**config.mk**
```make
export PLATFORM = sky130hd
export DESIGN_NAME = uart_tx_engine
export DESIGN_NICKNAME = d
export VERILOG_FILES = /design/src/rtl/uart_tx_pkg.sv /design/src/rtl/uart_tx_serializer.sv /design/src/rtl/uart_tx_engine.sv
export SDC_FILE = /design/constraint.sdc
export NUM_CORES = 1
export LEC_CHECK = 0
export CORE_AREA = 2 2 53 55
export DETAILED_ROUTE_END_ITERATION = 10
export DIE_AREA = 0 0 55 57
export PLACE_DENSITY = 0.67
export SLEW_MARGIN = 20
export SYNTH_ARGS = -nofsm -noshare
export SYNTH_HDL_FRONTEND = slang
export SYNTH_SLANG_ARGS = --single-unit
export TNS_END_PERCENT = 1
```
**constraint.sdc**
```tcl
create_clock -name clk -period 1.9 [get_ports clk]
set_input_delay 0.57 -clock clk [delete_from_list [all_inputs] [get_ports clk]]
set_output_delay 0.57 -clock clk [all_outputs]
set_load 0.01 [all_outputs]
```
**src/rtl/uart_tx_pkg.sv**
```systemverilog
// Shared types and constants for the UART transmit engine.
package uart_tx_pkg;

    typedef enum logic [2:0] {
        IDLE,
        START,
        DATA,
        PARITY,
        STOP
    } tx_state_t;

    localparam logic PAR_EVEN  = 1'b0;
    localparam logic PAR_ODD   = 1'b1;
    localparam logic IDLE_LVL  = 1'b1;
    localparam logic START_LVL = 1'b0;

endpackage

```
**src/rtl/uart_tx_serializer.sv**
```systemverilog
// Data-bit shifter and bit counter for the UART transmit engine.
module uart_tx_serializer #(
    parameter int DATA_WIDTH = 8
) (
    input  logic                  clk,
    input  logic                  rst,
    input  logic                  load,
    input  logic [DATA_WIDTH-1:0] ld_data,
    input  logic                  shift,
    input  logic                  clr,
    input  logic                  inc,
    output logic                  ser_bit,
    output logic                  ser_done
);

    localparam int CNT_W = $clog2(DATA_WIDTH) + 1;

    logic [DATA_WIDTH-1:0] shreg;
    logic [CNT_W-1:0]      bit_cnt;

    always_ff @(posedge clk or negedge rst) begin
        if (!rst) begin
            shreg   <= '0;
            bit_cnt <= '0;
        end else begin
            if (load)
                shreg <= ld_data;
            else if (shift)
                shreg <= shreg >> 1;
            if (clr)
                bit_cnt <= '0;
            else if (inc)
                bit_cnt <= bit_cnt + CNT_W'(1);
        end
    end

    assign ser_bit  = shreg[0];
    assign ser_done = inc && (bit_cnt == CNT_W'(DATA_WIDTH - 1));

endmodule

```
**src/rtl/uart_tx_engine.sv**
```systemverilog
// UART transmit engine: frame FSM, parity and registered line driver.
// Optional one-word hold register enabled by defining UART_TX_HOLD_EN.
module uart_tx_engine
    import uart_tx_pkg::*;
#(
    parameter int DATA_WIDTH = 8
) (
    input  logic                  clk,
    input  logic                  rst,
    input  logic [DATA_WIDTH-1:0] p_data,
    input  logic                  data_valid,
    input  logic                  par_en,
    input  logic                  par_typ,
    input  logic                  stop2,
    output logic                  tx_out,
    output logic                  busy,
    output logic                  frame_done
);

    tx_state_t state, next_state;

    logic                  accept, load_direct, xfer, load_frame, stop_last;
    logic                  par_en_l, stop2_l, par_bit, stop_cnt;
    logic                  tx_next, busy_next;
    logic [DATA_WIDTH-1:0] src_data;
    logic                  src_par_en, src_par_typ, src_stop2;
    logic                  ser_bit, ser_done;

    assign accept    = data_valid && !busy;
    assign stop_last = (state == STOP) && (!stop2_l || stop_cnt);

`ifdef UART_TX_HOLD_EN
    logic                  hold_full;
    logic [DATA_WIDTH-1:0] hold_data;
    logic                  hold_par_en, hold_par_typ, hold_stop2;

    // An accept in the last stop cycle with an empty hold goes straight to the shifter.
    assign load_direct = accept && ((state == IDLE) || stop_last);
    assign xfer        = stop_last && hold_full;
    assign busy_next   = (accept && !load_direct) || (hold_full && !xfer);

    always_ff @(posedge clk or negedge rst) begin
        if (!rst) begin
            hold_full    <= 1'b0;
            hold_data    <= '0;
            hold_par_en  <= 1'b0;
            hold_par_typ <= 1'b0;
            hold_stop2   <= 1'b0;
        end else if (accept && !load_direct) begin
            hold_full    <= 1'b1;
            hold_data    <= p_data;
            hold_par_en  <= par_en;
            hold_par_typ <= par_typ;
            hold_stop2   <= stop2;
        end else if (xfer) begin
            hold_full <= 1'b0;
        end
    end

    assign src_data    = xfer ? hold_data    : p_data;
    assign src_par_en  = xfer ? hold_par_en  : par_en;
    assign src_par_typ = xfer ? hold_par_typ : par_typ;
    assign src_stop2   = xfer ? hold_stop2   : stop2;
`else
    assign load_direct = accept;
    assign xfer        = 1'b0;
    assign busy_next   = (next_state != IDLE);
    assign src_data    = p_data;
    assign src_par_en  = par_en;
    assign src_par_typ = par_typ;
    assign src_stop2   = stop2;
`endif

    assign load_frame = load_direct || xfer;
    assign frame_done = stop_last;

    always_comb begin
        next_state = state;
        case (state)
            IDLE:    if (load_frame) next_state = START;
            START:   next_state = DATA;
            DATA:    if (ser_done) next_state = par_en_l ? PARITY : STOP;
            PARITY:  next_state = STOP;
            STOP:    if (stop_last) next_state = load_frame ? START : IDLE;
            default: next_state = IDLE;
        endcase
    end

    // tx_out is registered, so it is driven from the state being entered.
    always_comb begin
        tx_next = IDLE_LVL;
        case (next_state)
            START:   tx_next = START_LVL;
            DATA:    tx_next = ser_bit;
            PARITY:  tx_next = par_bit;
            default: tx_next = IDLE_LVL;
        endcase
    end

    always_ff @(posedge clk or negedge rst) begin
        if (!rst) begin
            state    <= IDLE;
            tx_out   <= IDLE_LVL;
            busy     <= 1'b0;
            par_en_l <= 1'b0;
            stop2_l  <= 1'b0;
            par_bit  <= 1'b0;
            stop_cnt <= 1'b0;
        end else begin
            state    <= next_state;
            tx_out   <= tx_next;
            busy     <= busy_next;
            stop_cnt <= (state == STOP);
            if (load_frame) begin
                par_en_l <= src_par_en;
                stop2_l  <= src_stop2;
                par_bit  <= (^src_data) ^ (src_par_typ != PAR_EVEN);
            end
        end
    end

    uart_tx_serializer #(
        .DATA_WIDTH(DATA_WIDTH)
    ) u_ser (
        .clk      (clk),
        .rst      (rst),
        .load     (load_frame),
        .ld_data  (src_data),
        .shift    (next_state == DATA),
        .clr      (state == START),
        .inc      (state == DATA),
        .ser_bit  (ser_bit),
        .ser_done (ser_done)
    );

endmodule
```
==> results.ini <==
[setup_path]
required_ns = 1.33
critPathTopFamily = flip-flops
cp_cell_sequence = nor2_2 > and2_1 > nor2b_2 > buf_2
crit_type = reg2out
slowest_stage = dfrtp_1
path_buf_inv = 1
worstSetupStartpointType = flop
cp_data_arrival_time_ns = 1.23
cpPeakStageDelay_ns = 0.42
crit_fanout = 2
end_kind = output port

[layout]
final_util_pct = 54.50
finalNonFillerCells = 167
diodes = 0
fin_nets = 152
drive_above_1_share_pct = 18.38
area_delta_synth_final_pct = 25.44

[floorplan]
dieArea_um2 = 3135
io_pins = 17
initial_core_util_pct = 43.44
coreArea_um2 = 2615
die-width_um = 55
die_y_um = 57
num_rows = 19

[logic_synthesis]
yosys.area.top_type = dfrtp_1
ys_async_sr_fraction_pct = 100.0
synth-edff-count = 0
syn_area_per_cell_um2 = 10.33
syn_area_um2 = 1136
yosysMostFrequentCell = dfrtp_1
yosysWarningCount = 0
synth_flop_cell = dfrtp_1
syn_inst = 110
synth.top_cell.area_share_pct = 44.05
synth_area_leaders = dfrtp_1 (44%), mux2i_1 (7.0%), nand2_1 (4.0%)
synth-seq-cells = 21
yosysSeqAreaShare_pct = 46.37
synth_common_cells = dfrtp_1 (20), nand2_1 (12), nor2_1 (11)
synth_fp_nets = 125
synth_cell_type_count = 31

[sta]
slew_headroom_pct = 75.39
finalHoldViolations = 0
worstMarginPinSlew_ns = 0.3675
period_share_pct = 94.71
finalMaxSlewViolations = 0
fin_crit_ns = 1.799
setup_viol = 0
fmax_mhz = 555.7
rsz0062_at_grt = false
whs_ns = 0.5006
timing.final.ws_setup_ns = 0.1005
skew_ns = 0.001207

[outcome]
outcome = complete, no violations

[hold_path]
hp-class = reg2reg

[global_routing]
first_global_vias = 885
grtUsageTotal_pct = 17.22
grt_overflow = 0
grt_pass1_wl_um = 3919
grt_max_degree = 22
antenna_found_initial = 0

[placement]
dp_hpwl_um = 1696
io_buffers = 16
dp_cells = 162
gp_congestion = 0.6999
place_ws_ns = -0.1466

[pwr]
p_per_area_nw_per_um2 = 1541
leakage_nw = 0.6563
peakVddDrop_v = 0.0007170

[route]
wire_per_inst_um = 13.07
firstDrtPassIters = 4
remaining_drc_errors = 0
via_count = 874
viasPerCell = 5.234
drt_iter0_markers = 12
final_antenna_net_count = 0
wl_um = 2182

[run]
cap_violations = 0

[clocking]
cts.htree.levels = 1
insertion_delay_ns = 0.29
clkTransAtPathRegs_ns = 0.11
cts_tree = built
clockBufferDepth = 2
clockRootBuffer = clkbuf_4
cts_sinks = 21
numCtsBuffers = 3

[timing repair]
item / 4_1_cts / 5_1_grt
setup buffers: 0 / 1
resized for setup: 4 / 3
hold buffers: 0 / 0
pin swaps: 0 / 1
endpoints found under the setup margin: 2 / 1
[metal layers]
| layer | wire, um | track usage [%] | vias up |
|---|---|---|---|
| met4 | 16 | 6.272 | 0 |
| met3 | 56 | 2.356 | 2 |
| li1 | - | - | 432 |
| met5 | 0 | 0 | - |
| met1 | 909 | 22.68 | 429 |
| met2 | 1200 | 28.40 | 11 |
[stage by stage]
step / area [um^2] / total power, mW / TNS [ns]
after floorplan: 1136 / 1.612 / 0
after global placement: 1393 / 1.950 / -0.06385
after detailed placement: 1393 / 1.986 / -0.1466
after CTS: 1419 / 2.203 / -0.02640
after global routing: 1425 / 2.403 / 0
final: 1425 / 2.196 / 0
[layout by cell type, fill, tap and decap left out, types with 2 or more instances in the layout]
cell type        synthesis  final
dfrtp_1                 20     20
nor2_1                  11     10
nand3_1                  3      3
mux2i_1                  8      8
a22o_1                   4      4
xor2_1                   2      2
buf_4                    0     11
mux2_2                   2      2
clkbuf_4                 0      3
o21ai_0                  6      6
inv_1                    2      2
xnor2_1                  4      4
a21oi_1                  7      7
nand2_1                 12     12
clkdlybuf4s50_1          0     14
nor2b_1                  7      6
[final cells by class]
type	instances	area, um^2
inverter	2	7.507
fill	260	1190
sequential	21	526.8
multi-input combinational	81	569.3
timing repair buffer	28	256.5
clock buffer	4	26.28
tap	31	38.79
[state kept, by name, summed over array words and instances (netlist names)]
signal,count
par_en_l,1
tx_out,1
busy,1
state,3
par_bit,1
u_ser.shreg,8
stop2_l,1
u_ser.bit_cnt,4
stop_cnt,1
[power by group]
group          switching (mW)  internal, mW
clock network           0.130        0.0817
registers               0.150         0.658
logic                   0.530         0.646
[worst reg2reg max path, stage by stage, from the launching register on]
cell and delay (ns):
dfrtp_1 0.44, ha_1 0.23, nor2b_1 0.19, a311oi_4 0.35, buf_12 0.17, mux2i_1 0.18, a21oi_1 0.08
[path summary, 6_finish.rpt]
kind                                              start                            to  slack [ns]  depth (start not counted)
max                                  state[0]$_DFF_PN0_                    frame_done        0.10                          4
min                                 par_bit$_DFFE_PN0P_           par_bit$_DFFE_PN0P_        0.50                          2
max reg2reg                u_ser.bit_cnt[0]$_DFFE_PN0P_    u_ser.shreg[4]$_DFFE_PN0P_        0.15                          6
min reg2reg                         par_bit$_DFFE_PN0P_           par_bit$_DFFE_PN0P_        0.50                          2
max in group asynchronous                           rst              tx_out$_DFF_PN1_        1.03                          2
min in group asynchronous                           rst  u_ser.bit_cnt[1]$_DFFE_PN0P_        0.60                          2
[kinds of logic after synthesis]
kind of cell,synth area share (%)
mux,9.031
buf+inv,3.964
flops,46.37
fa+ha+maj,1.101
xor+xnor,8.040
compound gates,14.98
simple gates,16.52
Note: power is estimated with default switching activity, not from simulation.
